`config.mk`:
```
export PLATFORM = sky130hd
export DESIGN_NAME = bcd_digit_scanner
export DESIGN_NICKNAME = d
export VERILOG_FILES = /design/src/rtl/bcd_digit_scanner.sv
export SDC_FILE = /design/constraint.sdc
export NUM_CORES = 1
export LEC_CHECK = 0
export CORE_MARGIN = 4
export CORE_UTILIZATION = 30
export DETAILED_ROUTE_END_ITERATION = 10
export MAX_ROUTING_LAYER = met4
export PLACE_DENSITY = 0.48
export SYNTH_ARGS = -nofsm -noshare
export SYNTH_HDL_FRONTEND = slang
export SYNTH_SLANG_ARGS = --single-unit
export TNS_END_PERCENT = 1
```
`constraint.sdc`:
```
create_clock -name clk -period 4.8 [get_ports clk]
set_input_delay 1.44 -clock clk [delete_from_list [all_inputs] [get_ports clk]]
set_output_delay 1.44 -clock clk [all_outputs]
set_load 0.1 [all_outputs]
```
`src/rtl/bcd_digit_scanner.sv`:
```
`default_nettype none
// ============================================================================
// Module   : bcd_digit_scanner
// Brief    : Time-multiplexed BCD digit scanner with frame-synchronous,
//            double-buffered loads. Option macro: BCD_SCAN_LEADING_ZERO_BLANK_EN
// Revision : 1.0
// ============================================================================
module bcd_digit_scanner #(
  parameter int NUM_DIGITS   = 4,
  parameter int DIV_WIDTH    = 16,
  parameter int BLANK_CYCLES = 2
) (
  input  logic                    clk,
  input  logic                    rst_n,
  input  logic                    load_valid,
  output logic                    load_ready,
  input  logic [4*NUM_DIGITS-1:0] load_data,
  input  logic [DIV_WIDTH-1:0]    div_tc,
  output logic [3:0]              bcd_out,
  output logic [NUM_DIGITS-1:0]   digit_en,
  output logic                    bcd_valid,
  output logic                    frame_done,
  output logic                    err_sticky
);

  localparam int c_IDX_W  = $clog2(NUM_DIGITS);
  localparam int c_BLK_W  = $clog2(BLANK_CYCLES) + 1;
  localparam int c_CNT_W  = (DIV_WIDTH > c_BLK_W) ? DIV_WIDTH : c_BLK_W;
  localparam int c_DATA_W = 4 * NUM_DIGITS;
  localparam logic [c_CNT_W-1:0] c_BLANK_LAST = c_CNT_W'(BLANK_CYCLES - 1);
  localparam logic [c_IDX_W-1:0] c_IDX_LAST   = c_IDX_W'(NUM_DIGITS - 1);

  typedef enum logic [0:0] {
    ST_BLANK = 1'b0,
    ST_SHOW  = 1'b1
  } state_t;

  state_t                r_state, w_state_nx;
  logic [c_CNT_W-1:0]    r_cnt, w_cnt_nx;
  logic [c_CNT_W-1:0]    r_tc, w_tc_nx;
  logic [c_IDX_W-1:0]    r_idx, w_idx_nx;
  logic [c_DATA_W-1:0]   r_active, w_active_nx;
  logic [c_DATA_W-1:0]   r_shadow, w_shadow_nx;
  logic                  r_pending, w_pending_nx;
  logic                  r_err_sticky, w_err_nx;

  logic [NUM_DIGITS-1:0] r_digit_en;
  logic [3:0]            r_bcd_out;
  logic                  r_bcd_valid;
  logic                  r_frame_done;
  logic                  r_load_ready;

  logic                  w_show_end;
  logic                  w_commit;
  logic                  w_shown;
  logic                  w_lit;
  logic [NUM_DIGITS-1:0] w_onehot;
  logic [c_DATA_W-1:0]   w_sanitised;
  logic [NUM_DIGITS-1:0] w_bad;

  // Codes 10..15 never reach the decoders; they become 0 on commit.
  for (genvar g = 0; g < NUM_DIGITS; g++) begin : g_sanitise
    assign w_bad[g]              = (r_shadow[4*g +: 4] > 4'd9);
    assign w_sanitised[4*g +: 4] = w_bad[g] ? 4'd0 : r_shadow[4*g +: 4];
  end

  assign w_show_end = (r_state == ST_SHOW) && (r_cnt == r_tc);
  assign w_commit   = w_show_end && (r_idx == c_IDX_LAST) && r_pending;

  always_comb begin
    w_state_nx   = r_state;
    w_cnt_nx     = r_cnt + 1'b1;
    w_tc_nx      = r_tc;
    w_idx_nx     = r_idx;
    w_active_nx  = r_active;
    w_shadow_nx  = r_shadow;
    w_pending_nx = r_pending;
    w_err_nx     = r_err_sticky;

    case (r_state)
      ST_BLANK: begin
        if (r_cnt == c_BLANK_LAST) begin
          w_state_nx = ST_SHOW;
          w_cnt_nx   = '0;
          w_tc_nx    = c_CNT_W'(div_tc);
        end
      end
      ST_SHOW: begin
        if (w_show_end) begin
          w_state_nx = ST_BLANK;
          w_cnt_nx   = '0;
          w_idx_nx   = (r_idx == c_IDX_LAST) ? '0 : r_idx + 1'b1;
        end
      end
      default: begin
        w_state_nx = ST_BLANK;
        w_cnt_nx   = '0;
      end
    endcase

    // Commit and transfer are exclusive: a transfer needs pending low.
    if (w_commit) begin
      w_active_nx  = w_sanitised;
      w_pending_nx = 1'b0;
      w_err_nx     = r_err_sticky | (|w_bad);
    end else if (load_valid && !r_pending) begin
      w_shadow_nx  = load_data;
      w_pending_nx = 1'b1;
    end
  end

`ifdef BCD_SCAN_LEADING_ZERO_BLANK_EN
  logic [NUM_DIGITS-1:0] w_zero_from;

  // w_zero_from[i]: digits i..NUM_DIGITS-1 of the next active value are all 0.
  always_comb begin
    logic w_all_zero;
    w_zero_from = '0;
    w_all_zero  = 1'b1;
    for (int i = NUM_DIGITS - 1; i >= 0; i--) begin
      w_all_zero     = w_all_zero & (w_active_nx[4*i +: 4] == 4'd0);
      w_zero_from[i] = w_all_zero;
    end
  end

  assign w_shown = (w_idx_nx == '0) || !w_zero_from[w_idx_nx];
`else
  assign w_shown = 1'b1;
`endif

  assign w_onehot = {{(NUM_DIGITS-1){1'b0}}, 1'b1} << w_idx_nx;
  assign w_lit    = (w_state_nx == ST_SHOW) && w_shown;

  always_ff @(posedge clk or negedge rst_n) begin
    if (!rst_n) begin
      r_state      <= ST_BLANK;
      r_cnt        <= '0;
      r_tc         <= '0;
      r_idx        <= '0;
      r_active     <= '0;
      r_shadow     <= '0;
      r_pending    <= 1'b0;
      r_err_sticky <= 1'b0;
      r_digit_en   <= '0;
      r_bcd_out    <= 4'd0;
      r_bcd_valid  <= 1'b0;
      r_frame_done <= 1'b0;
      r_load_ready <= 1'b1;
    end else begin
      r_state      <= w_state_nx;
      r_cnt        <= w_cnt_nx;
      r_tc         <= w_tc_nx;
      r_idx        <= w_idx_nx;
      r_active     <= w_active_nx;
      r_shadow     <= w_shadow_nx;
      r_pending    <= w_pending_nx;
      r_err_sticky <= w_err_nx;
      // Outputs are registered from next-state values so they line up with
      // the state they describe; bcd_out leads the strobe through BLANK.
      r_digit_en   <= w_lit ? w_onehot : '0;
      r_bcd_out    <= w_active_nx[{w_idx_nx, 2'b00} +: 4];
      r_bcd_valid  <= w_lit;
      r_frame_done <= (w_state_nx == ST_SHOW) && (w_idx_nx == c_IDX_LAST) &&
                      (w_cnt_nx == w_tc_nx);
      r_load_ready <= !w_pending_nx;
    end
  end

  assign digit_en   = r_digit_en;
  assign bcd_out    = r_bcd_out;
  assign bcd_valid  = r_bcd_valid;
  assign frame_done = r_frame_done;
  assign load_ready = r_load_ready;
  assign err_sticky = r_err_sticky;

endmodule
`default_nettype wire

```
==> results of run 1 <==
==> layout make-up <==
type / instances / area, sq um / area share
sequential: 79 / 1980 / 0.406
multi-input combinational: 257 / 1740 / 0.357
timing repair buffer: 53 / 510 / 0.105
clock buffer: 10 / 239 / 0.0490
tap: 172 / 215 / 0.0441
clock inverter: 5 / 129 / 0.0264
inverter: 16 / 60.1 / 0.0123
antenna: 1 / 2.50 / 0.000513
==> synth_stat cells, types with 2 or more instances <==
cell / instances / area share
nand2_1: 38 / 0.037
o31ai_1: 6 / 0.012
ha_1: 3 / 0.0097
or2_2: 2 / 0.0032
o311ai_0: 2 / 0.0045
nor4bb_1: 2 / 0.0052
nor4_1: 5 / 0.0081
xor2_1: 13 / 0.030
inv_1: 16 / 0.016
a2bb2oi_1: 2 / 0.0045
o21ai_0: 24 / 0.031
nand4_1: 6 / 0.0097
a22oi_1: 2 / 0.0039
o22ai_1: 2 / 0.0032
buf_2: 3 / 0.0039
nor2_1: 32 / 0.031
nor3_1: 6 / 0.0078
and3_1: 2 / 0.0032
dfrtp_1: 78 / 0.51
nand3_1: 11 / 0.014
clkbuf_1: 10 / 0.0097
xnor2_1: 25 / 0.057
a21oi_1: 9 / 0.012
nand2b_1: 7 / 0.011
o211ai_1: 4 / 0.0078
or4_4: 2 / 0.0058
mux2_2: 29 / 0.085
buf_6: 2 / 0.0058
mux2i_1: 7 / 0.018
==> path summary, 6_finish.rpt <==
kind | end | slack [ps] | depth (start not counted)
max | bcd_valid | 1160 | 1
min | r_active[10] | 470 | 2
max reg2reg | frame_done | 1470 | 9
min reg2reg | r_active[10] | 470 | 2
max in group asynchronous | r_shadow[0] | 2820 | 2
min in group asynchronous | frame_done | 1140 | 1
==> placed cells by master (no fill, tap or decap), types with 5 or more instances in the layout <==
| cell type | netlist | layout |
|---|---|---|
| clkdlybuf4s50_1 | 0 | 45 |
| nor4_1 | 5 | 5 |
| nand2_1 | 38 | 38 |
| mux2i_1 | 7 | 7 |
| inv_1 | 16 | 16 |
| buf_4 | 0 | 8 |
| nand3_1 | 11 | 11 |
| nand2b_1 | 7 | 7 |
| nor3_1 | 6 | 6 |
| clkbuf_16 | 0 | 9 |
| nor2_1 | 32 | 32 |
| o21ai_0 | 24 | 24 |
| xnor2_1 | 25 | 25 |
| nand4_1 | 6 | 6 |
| o31ai_1 | 6 | 6 |
| mux2_2 | 29 | 29 |
| a21oi_1 | 9 | 9 |
| xor2_1 | 13 | 13 |
| dfrtp_1 | 78 | 78 |
==> metal layers <==
layer	wire, microns	share of wire	GRT usage	up-vias
met5	0	0	-	-
met4	91	0.010	0.0336	0
met3	336	0.039	0.0340	10
met2	4250	0.49	0.213	40
met1	4050	0.46	0.167	1319
li1	-	-	-	1370
==> registers in the layout, indices dropped and copies added, names as in the netlist <==
| register | count |
|---|---|
| bcd_out | 4 |
| bcd_valid | 1 |
| digit_en | 4 |
| err_sticky | 1 |
| frame_done | 1 |
| load_ready | 1 |
| r_active | 16 |
| r_cnt | 16 |
| r_idx | 2 |
| r_pending | 1 |
| r_shadow | 16 |
| r_tc | 16 |
==> metrics by stage <==
| step | hold WS (ps) | cells | util | power [uW] | area (sq um) |
|---|---|---|---|---|---|
| CTS | 476 | 592 | 0.386 | 1870 | 4870 |
| global route | 500 | 593 | 0.386 | 1930 | 4880 |
| detailed placement | 459 | 577 | 0.357 | 1010 | 4510 |
| finish | 471 | 593 | 0.386 | 1840 | 4880 |
| global placement | 455 | 577 | 0.357 | 1010 | 4510 |
| floorplan | 438 | 367 | - | 920 | 3860 |
==> cell families after synthesis <==
family | Yosys count | synth area share
simple gates | 122 | 0.161
mux | 36 | 0.103
fa+ha+maj | 3 | 0.00973
xor+xnor | 38 | 0.0863
flops | 79 | 0.513
compound gates | 58 | 0.0925
buf+inv | 31 | 0.0350
==> power groups by stage <==
| stage | Combinational, uW | Clock [uW] | Sequential (uW) |
|---|---|---|---|
| after floorplan | 175 | 0 | 744 |
| after global placement | 249 | 0 | 758 |
| after detailed placement | 251 | 0 | 759 |
| after CTS | 252 | 867 | 746 |
| after global routing | 283 | 896 | 753 |
| final | 249 | 845 | 747 |
==> results.json, run 1 <==
{
  "vdd_ir_drop_max_uv": 229,
  "pwr-share-clk": 0.459,
  "finalCritPeriodShare": 0.758,
  "rsz0062_at_grt": "false",
  "routed_wl_mm": 8.72,
  "ys_seq_area_frac": 0.513,
  "dpl_worst_slack_ps": 1410,
  "setup_ws_ps": 1160,
  "max_slew_margin": 0.349,
  "worstSetupStartpointType": "register",
  "p_sw_uw": 444,
  "cts_made_buffers": 9,
  "syn_to_final_growth_pct": 26.5,
  "ctsLongestPathBuffers": 2,
  "combPwrFrac": 0.135,
  "post_cts_resized": 0,
  "grt_pass1_vias": 2816,
  "swShare": 0.241,
  "clk_pin_slew_worst_paths_ps": 60,
  "die_x_microns": 121,
  "crit_type": "reg -> out",
  "async_reset_ff_frac": 1.00,
  "hold_start": "r_active[10]",
  "arrival_ps": 2200,
  "synth_area_sq_um": 3860,
  "powerDensity_nw_per_um2": 377,
  "synth-seq-cells": 79,
  "h-tree-depth": 3,
  "grt_first_pass_wirelength_mm": 14.8,
  "syn_area_per_cell_sq_um": 10.5,
  "worstMarginPinSlew_ps": 973,
  "p_int_uw": 1400,
  "numPortBuffers": 46,
  "postCtsHoldBufs": 0,
  "cp.required_ps": 3360,
  "fin_tns_setup_ps": 0,
  "routedWlPerCell_microns": 14.7,
  "drive_above_1_share": 0.143,
  "io-pin-count": 47,
  "vias": 2739,
  "regToRegStartpoint": "r_cnt[0]",
  "dieArea_sq_um": 14700,
  "cts_setup_buffers": 0,
  "p_leak_uw": 0.00210,
  "core_area_sq_um": 12600,
  "final.setup_skew_ps": 4.63,
  "p_seq_frac": 0.406,
  "start_util": 0.306,
  "drv_slew": 0,
  "fin_crit_ps": 3640,
  "hpwl_mm": 6.39,
  "grt.overflow.total": 0,
  "cts_tree": "done",
  "antenna_found_initial": 1,
  "status": "finished clean",
  "n_fill_cell": 1314,
  "timing.final.setup_violations": 0,
  "clk_latency_ps": 330,
  "timing.fmax_mhz": 275,
  "synth_edf_count": 0,
  "dr.pass1.iters": 6,
  "yosysUniqueCellTypes": 46,
  "syn_nets": 405,
  "clock-root-buffer": "clkbuf_16",
  "hold_class": "reg -> reg",
  "maxCapViolations": 0,
  "yosysWarnings": 0,
  "hold_viol_final": 0,
  "fin_nets": 454,
  "final_antenna_net_count": 0,
  "crit_chain": "clkdlybuf4s50_1",
  "cp_max_fo": 14,
  "syn-instance-count": 367,
  "gp_congestion": 0.790,
  "grt_max_degree": 52,
  "grtUsageTotal": 0.132,
  "numClockSinks": 79,
  "ys.flop_type": "dfrtp_1",
  "worstSetupEndpointType": "output port",
  "die_h_microns": 121,
  "cp_slowest_cell": "clkdlybuf4s50_1",
  "drt_iter0_markers": 103,
  "crit_path_start": "bcd_valid",
  "crit_family": "buffers and inverters",
  "drcViolationCount": 0,
  "path_buf_inv": 1,
  "slowest_delay_ps": 1230,
  "routed_via_density": 4.62,
  "row_count": 41
}
Power figures use the tool's default switching activity.
==> run 2, diff against run 1 <==
- clock period: 4.8 -> 3.5 ns (I/O delays scaled with it)
==> run 2 against run 1 <==
Critical endpoint is now frame_done. Flip-flop and latch count is the same. Count of clock-buffer cells in the layout is 1 lower. Critical path type is now reg -> reg. Setup slack got worse by 770 ps. Via count down 0.77%. Core utilization down 0.66 points. Global-route usage hardly changed. Largest power group is now registers. Cell area is 1.7% lower.
==> results.json, run 2 (synthesis results as in run 1) <==
{
  "fin_tns_setup_ps": 0,
  "p_leak_uw": 0.00209,
  "gp_congestion": 0.810,
  "regToRegStartpoint": "r_cnt[1]",
  "dpl_worst_slack_ps": 328,
  "cts_setup_buffers": 0,
  "final_antenna_net_count": 0,
  "clock-root-buffer": "clkbuf_16",
  "hold_start": "r_active[9]",
  "cp.required_ps": 3730,
  "syn_to_final_growth_pct": 24.3,
  "drive_above_1_share": 0.177,
  "cp_max_fo": 16,
  "postCtsHoldBufs": 0,
  "drt_iter0_markers": 146,
  "core_area_sq_um": 12600,
  "cts_made_buffers": 9,
  "swShare": 0.268,
  "grt_first_pass_wirelength_mm": 15.0,
  "vdd_ir_drop_max_uv": 262,
  "layout_common_cells": "dfrtp_1 (78), nand2_1 (38), clkdlybuf4s50_1 (33)",
  "worstMarginPinSlew_ps": 1010,
  "status": "finished clean",
  "h-tree-depth": 3,
  "combPwrFrac": 0.146,
  "clk_pin_slew_worst_paths_ps": 60,
  "hold_viol_final": 0,
  "cts_tree": "done",
  "hold_class": "reg -> reg",
  "dr.pass1.iters": 4,
  "antenna_found_initial": 0,
  "grt.overflow.total": 0,
  "numClockSinks": 79,
  "clk_latency_ps": 330,
  "final.setup_skew_ps": 5.87,
  "p_int_uw": 1680,
  "io-pin-count": 47,
  "max_slew_margin": 0.325,
  "finalCritPeriodShare": 0.887,
  "row_count": 41,
  "ctsLongestPathBuffers": 2,
  "drv_slew": 0,
  "routed_wl_mm": 8.75,
  "p_seq_frac": 0.446,
  "routedWlPerCell_microns": 14.7,
  "fin_nets": 457,
  "setup_ws_ps": 395,
  "post_cts_resized": 0,
  "vias": 2718,
  "pwr-share-clk": 0.408,
  "worstSetupEndpointType": "register",
  "multi_input_area_sq_um": 1740,
  "die_x_microns": 121,
  "final_common_cell": "dfrtp_1",
  "worstHoldPathCells": 2,
  "powerDensity_nw_per_um2": 479,
  "p_total_uw": 2300,
  "worstSetupStartpointType": "register",
  "crit_type": "reg -> reg",
  "grtUsageTotal": 0.132,
  "grt_pass1_vias": 2987,
  "fin_crit_ps": 3110,
  "arrival_ps": 3330,
  "die_h_microns": 121,
  "maxCapViolations": 0,
  "worstHoldEndpoint": "r_active[9]",
  "numPortBuffers": 46,
  "p_sw_uw": 615,
  "ff_latch_area_sq_um": 1980,
  "routed_via_density": 4.57,
  "n_fill_cell": 1303,
  "n_antenna_cell": 0,
  "drcViolationCount": 0,
  "dieArea_sq_um": 14700,
  "timing.final.setup_violations": 0,
  "rsz0062_at_grt": "false",
  "reg2reg_to": "frame_done",
  "r2r_setup_slack_ps": 390,
  "grt_max_degree": 80,
  "hpwl_mm": 6.36,
  "r2r_cells": 10,
  "start_util": 0.306,
  "timing.fmax_mhz": 322
}
==> run 2: cell types whose count changed in the layout (fill, tap and decap cells not counted), sizes merged <==
| cell | delta |
|---|---|
| bufinv | -3 |
| buf | +15 |
| diode | -1 |
| clkinv | +2 |
| inv | +1 |
| clkdlybuf4s50 | -12 |
| clkinvlp | +1 |
| clkbuf | -1 |
==> run 2: metal layers <==
layer	share of wire	track usage	up-vias
li1	-	-	1377
met1	0.46	0.168	1283
met2	0.50	0.214	54
met3	0.037	0.0303	4
met4	0.0029	0.0315	0
met5	0	-	-
==> run 2: power groups by stage <==
| stage | clock, uW | combinational, uW | sequential (uW) |
|---|---|---|---|
| 6_report | 937 | 336 | 1020 |
| 3_3_place_gp | 0 | 340 | 1040 |
| 3_5_place_dp | 0 | 341 | 1040 |
| 4_1_cts | 971 | 341 | 1020 |
| 2_1_floorplan | 0 | 240 | 1020 |
| 5_1_grt | 1020 | 379 | 1030 |
==> run 2: worst max-delay path by stage <==
stage	start	endpoint
final	r_cnt[1]	frame_done
after detailed placement	r_cnt[1]	frame_done
after global routing	r_cnt[1]	frame_done
after floorplan	bcd_valid	frame_done
after CTS	r_cnt[1]	frame_done
after global placement	r_cnt[1]	frame_done
==> run 2: final cells by class <==
class,count,share of cell area
sequential,79,0.413
timing repair buffer,56,0.105
tap,172,0.0449
clock buffer,9,0.0470
inverter,16,0.0125
multi-input combinational,257,0.364
clock inverter,6,0.0144
==> run 2: stage by stage <==
| stage | util | hold WS (ps) | area [sq um] | cells |
|---|---|---|---|---|
| floorplan | - | 438 | 3860 | 367 |
| global placement | 0.357 | 451 | 4500 | 580 |
| detailed placement | 0.357 | 460 | 4500 | 580 |
| CTS | 0.380 | 475 | 4790 | 595 |
| global route | 0.380 | 500 | 4790 | 595 |
| finish | 0.380 | 472 | 4790 | 595 |
==> run 2: worst max-delay path, cell delays in order (launching register included) <==
cell and delay [ps]:
dfrtp_1 420, inv_1 70, ha_1 140, nor4b_1 220, nand4_1 430, buf_4 390, mux2_2 310, xor2_1 140
or4_4 420, nor4_2 200, nor4bb_1 260
==> run 3, diff against run 2 <==
- CTS_CLUSTER_DIAMETER: not set -> 200
- MAX_ROUTING_LAYER: met4 -> not set
==> run 3 against run 2 <==
Cell area stayed put. Count of clock-buffer cells in the layout unchanged. Global-route usage fell by 0.35 points. Power barely moved. Worst hold slack got worse by 1.4 ps. Highest routed layer unchanged. Combinational power barely moved. Core utilization unchanged. Largest cell class unchanged. Register-to-register slack about the same. Sequential power about the same. Fmax hardly changed. Via count increased by 0.81%.
==> results.json, run 3 (synthesis results as in run 1) <==
{
  "finalCritPeriodShare": 0.887,
  "gp_congestion": 0.798,
  "grt.overflow.total": 0,
  "vdd_ir_drop_max_uv": 263,
  "fin_tns_setup_ps": 0,
  "worstMarginPinSlew_ps": 1010,
  "routed_wl_mm": 8.76,
  "final.setup_skew_ps": 7.77,
  "grt_first_pass_wirelength_mm": 15.0,
  "numPortBuffers": 46,
  "drive_above_1_share": 0.177,
  "syn_to_final_growth_pct": 24.3,
  "crit_chain": "inv_1 > ha_1 > nor4b_1 > nand4_1 > buf_4 > mux2_2 > xor2_1 > or4_4 > nor4_2 > nor4bb_1",
  "crit_family": "simple AND/OR/NAND/NOR gates",
  "drv_slew": 0,
  "post_cts_resized": 0,
  "start_util": 0.306,
  "ctsLongestPathBuffers": 2,
  "routed_via_density": 4.61,
  "ff_latch_area_sq_um": 1980,
  "fin_crit_ps": 3100,
  "maxCapViolations": 0,
  "final_common_cell": "dfrtp_1",
  "crit_type": "reg -> reg",
  "hold_start": "r_active[9]",
  "fin_nets": 457,
  "grt_pass1_vias": 2984,
  "antenna_found_initial": 0,
  "worstSetupStartpointType": "register",
  "postCtsHoldBufs": 0,
  "worstHoldPathCells": 2,
  "vias": 2740,
  "slowest_delay_ps": 430,
  "regToRegStartpoint": "r_cnt[1]",
  "die_x_microns": 121,
  "final_antenna_net_count": 0,
  "cp_max_fo": 16,
  "rsz0062_at_grt": "false",
  "worstSetupEndpointType": "register",
  "clk_pin_slew_worst_paths_ps": 60,
  "cp.required_ps": 3730,
  "r2r_cells": 10,
  "arrival_ps": 3330,
  "cp_slowest_cell": "dfrtp_1",
  "cts_setup_buffers": 0,
  "hold_class": "reg -> reg",
  "p_leak_uw": 0.00209,
  "die_h_microns": 121,
  "layout_common_cells": "dfrtp_1 (78), nand2_1 (38), clkdlybuf4s50_1 (33)",
  "grt_max_degree": 80,
  "cts_tree": "done",
  "hold_viol_final": 0,
  "clock-root-buffer": "clkbuf_16",
  "dr.pass1.iters": 4,
  "core_area_sq_um": 12600,
  "place_area_sq_um": 4500,
  "reg2reg_to": "frame_done",
  "n_antenna_cell": 0,
  "max_slew_margin": 0.324,
  "timing.fmax_mhz": 322,
  "hpwl_mm": 6.36,
  "drcViolationCount": 0,
  "cts_made_buffers": 9,
  "io-pin-count": 47,
  "status": "finished clean",
  "numClockSinks": 79,
  "powerDensity_nw_per_um2": 479,
  "path_buf_inv": 2,
  "drt_iter0_markers": 131,
  "routedWlPerCell_microns": 14.7,
  "clk_latency_ps": 330,
  "dieArea_sq_um": 14700,
  "postLayoutCellArea_sq_um": 4790,
  "multi_input_area_sq_um": 1740,
  "h-tree-depth": 3,
  "timing.final.setup_violations": 0,
  "grtUsageTotal": 0.128,
  "worstHoldEndpoint": "r_active[9]",
  "r2r_setup_slack_ps": 400,
  "row_count": 41,
  "n_fill_cell": 1303
}
==> run 3: cell counts in the layout (fill, tap and decap cells not counted) <==
No cell type changed its count.
==> run 3: stage by stage <==
step	util	std cells	power (uW)	hold WS, ps	setup slack (ps)
detailed placement	0.357	580	1380	460	328
CTS	0.380	595	2340	475	336
global placement	0.357	580	1380	451	419
finish	0.380	595	2300	471	397
floorplan	-	367	1260	438	643
global route	0.380	595	2430	500	180
==> run 3: per-layer routing <==
metal / GRT usage / share of wire / up-vias
met5: 0 / 0 / -
met4: 0.0315 / 0.0058 / 0
met1: 0.166 / 0.46 / 1304
met3: 0.0312 / 0.033 / 5
met2: 0.215 / 0.50 / 54
li1: - / - / 1377
==> run 3: worst max path at each step <==
stage | from | to | depth (start not counted) | slack, ps
after global routing | r_cnt[1] | frame_done | 10 | 180
after CTS | r_cnt[1] | frame_done | 10 | 340
after detailed placement | r_cnt[1] | frame_done | 10 | 330
after global placement | r_cnt[1] | frame_done | 10 | 420
final | r_cnt[1] | frame_done | 10 | 400
after floorplan | bcd_valid | frame_done | 9 | 640
==> run 3: area by class of cell <==
cell class                      instances  share of cell area
Clock buffer                            9              0.0470
Tap cell                              172              0.0449
Clock inverter                          6              0.0144
Inverter                               16              0.0125
Sequential cell                        79               0.413
Multi-Input combinational cell        257               0.364
Timing Repair Buffer                   56               0.105
==> run 3: power breakdown <==
part | internal [uW] | switching [uW] | total, uW
Clock | 553 | 382 | 935
Combinational | 162 | 174 | 336
Sequential | 965 | 58.9 | 1020
==> run 3: worst min-delay path, cell delays in order, from the launching register on <==
cell     delay (ps)
dfrtp_1         320
nand2_1          60
o31ai_1          60
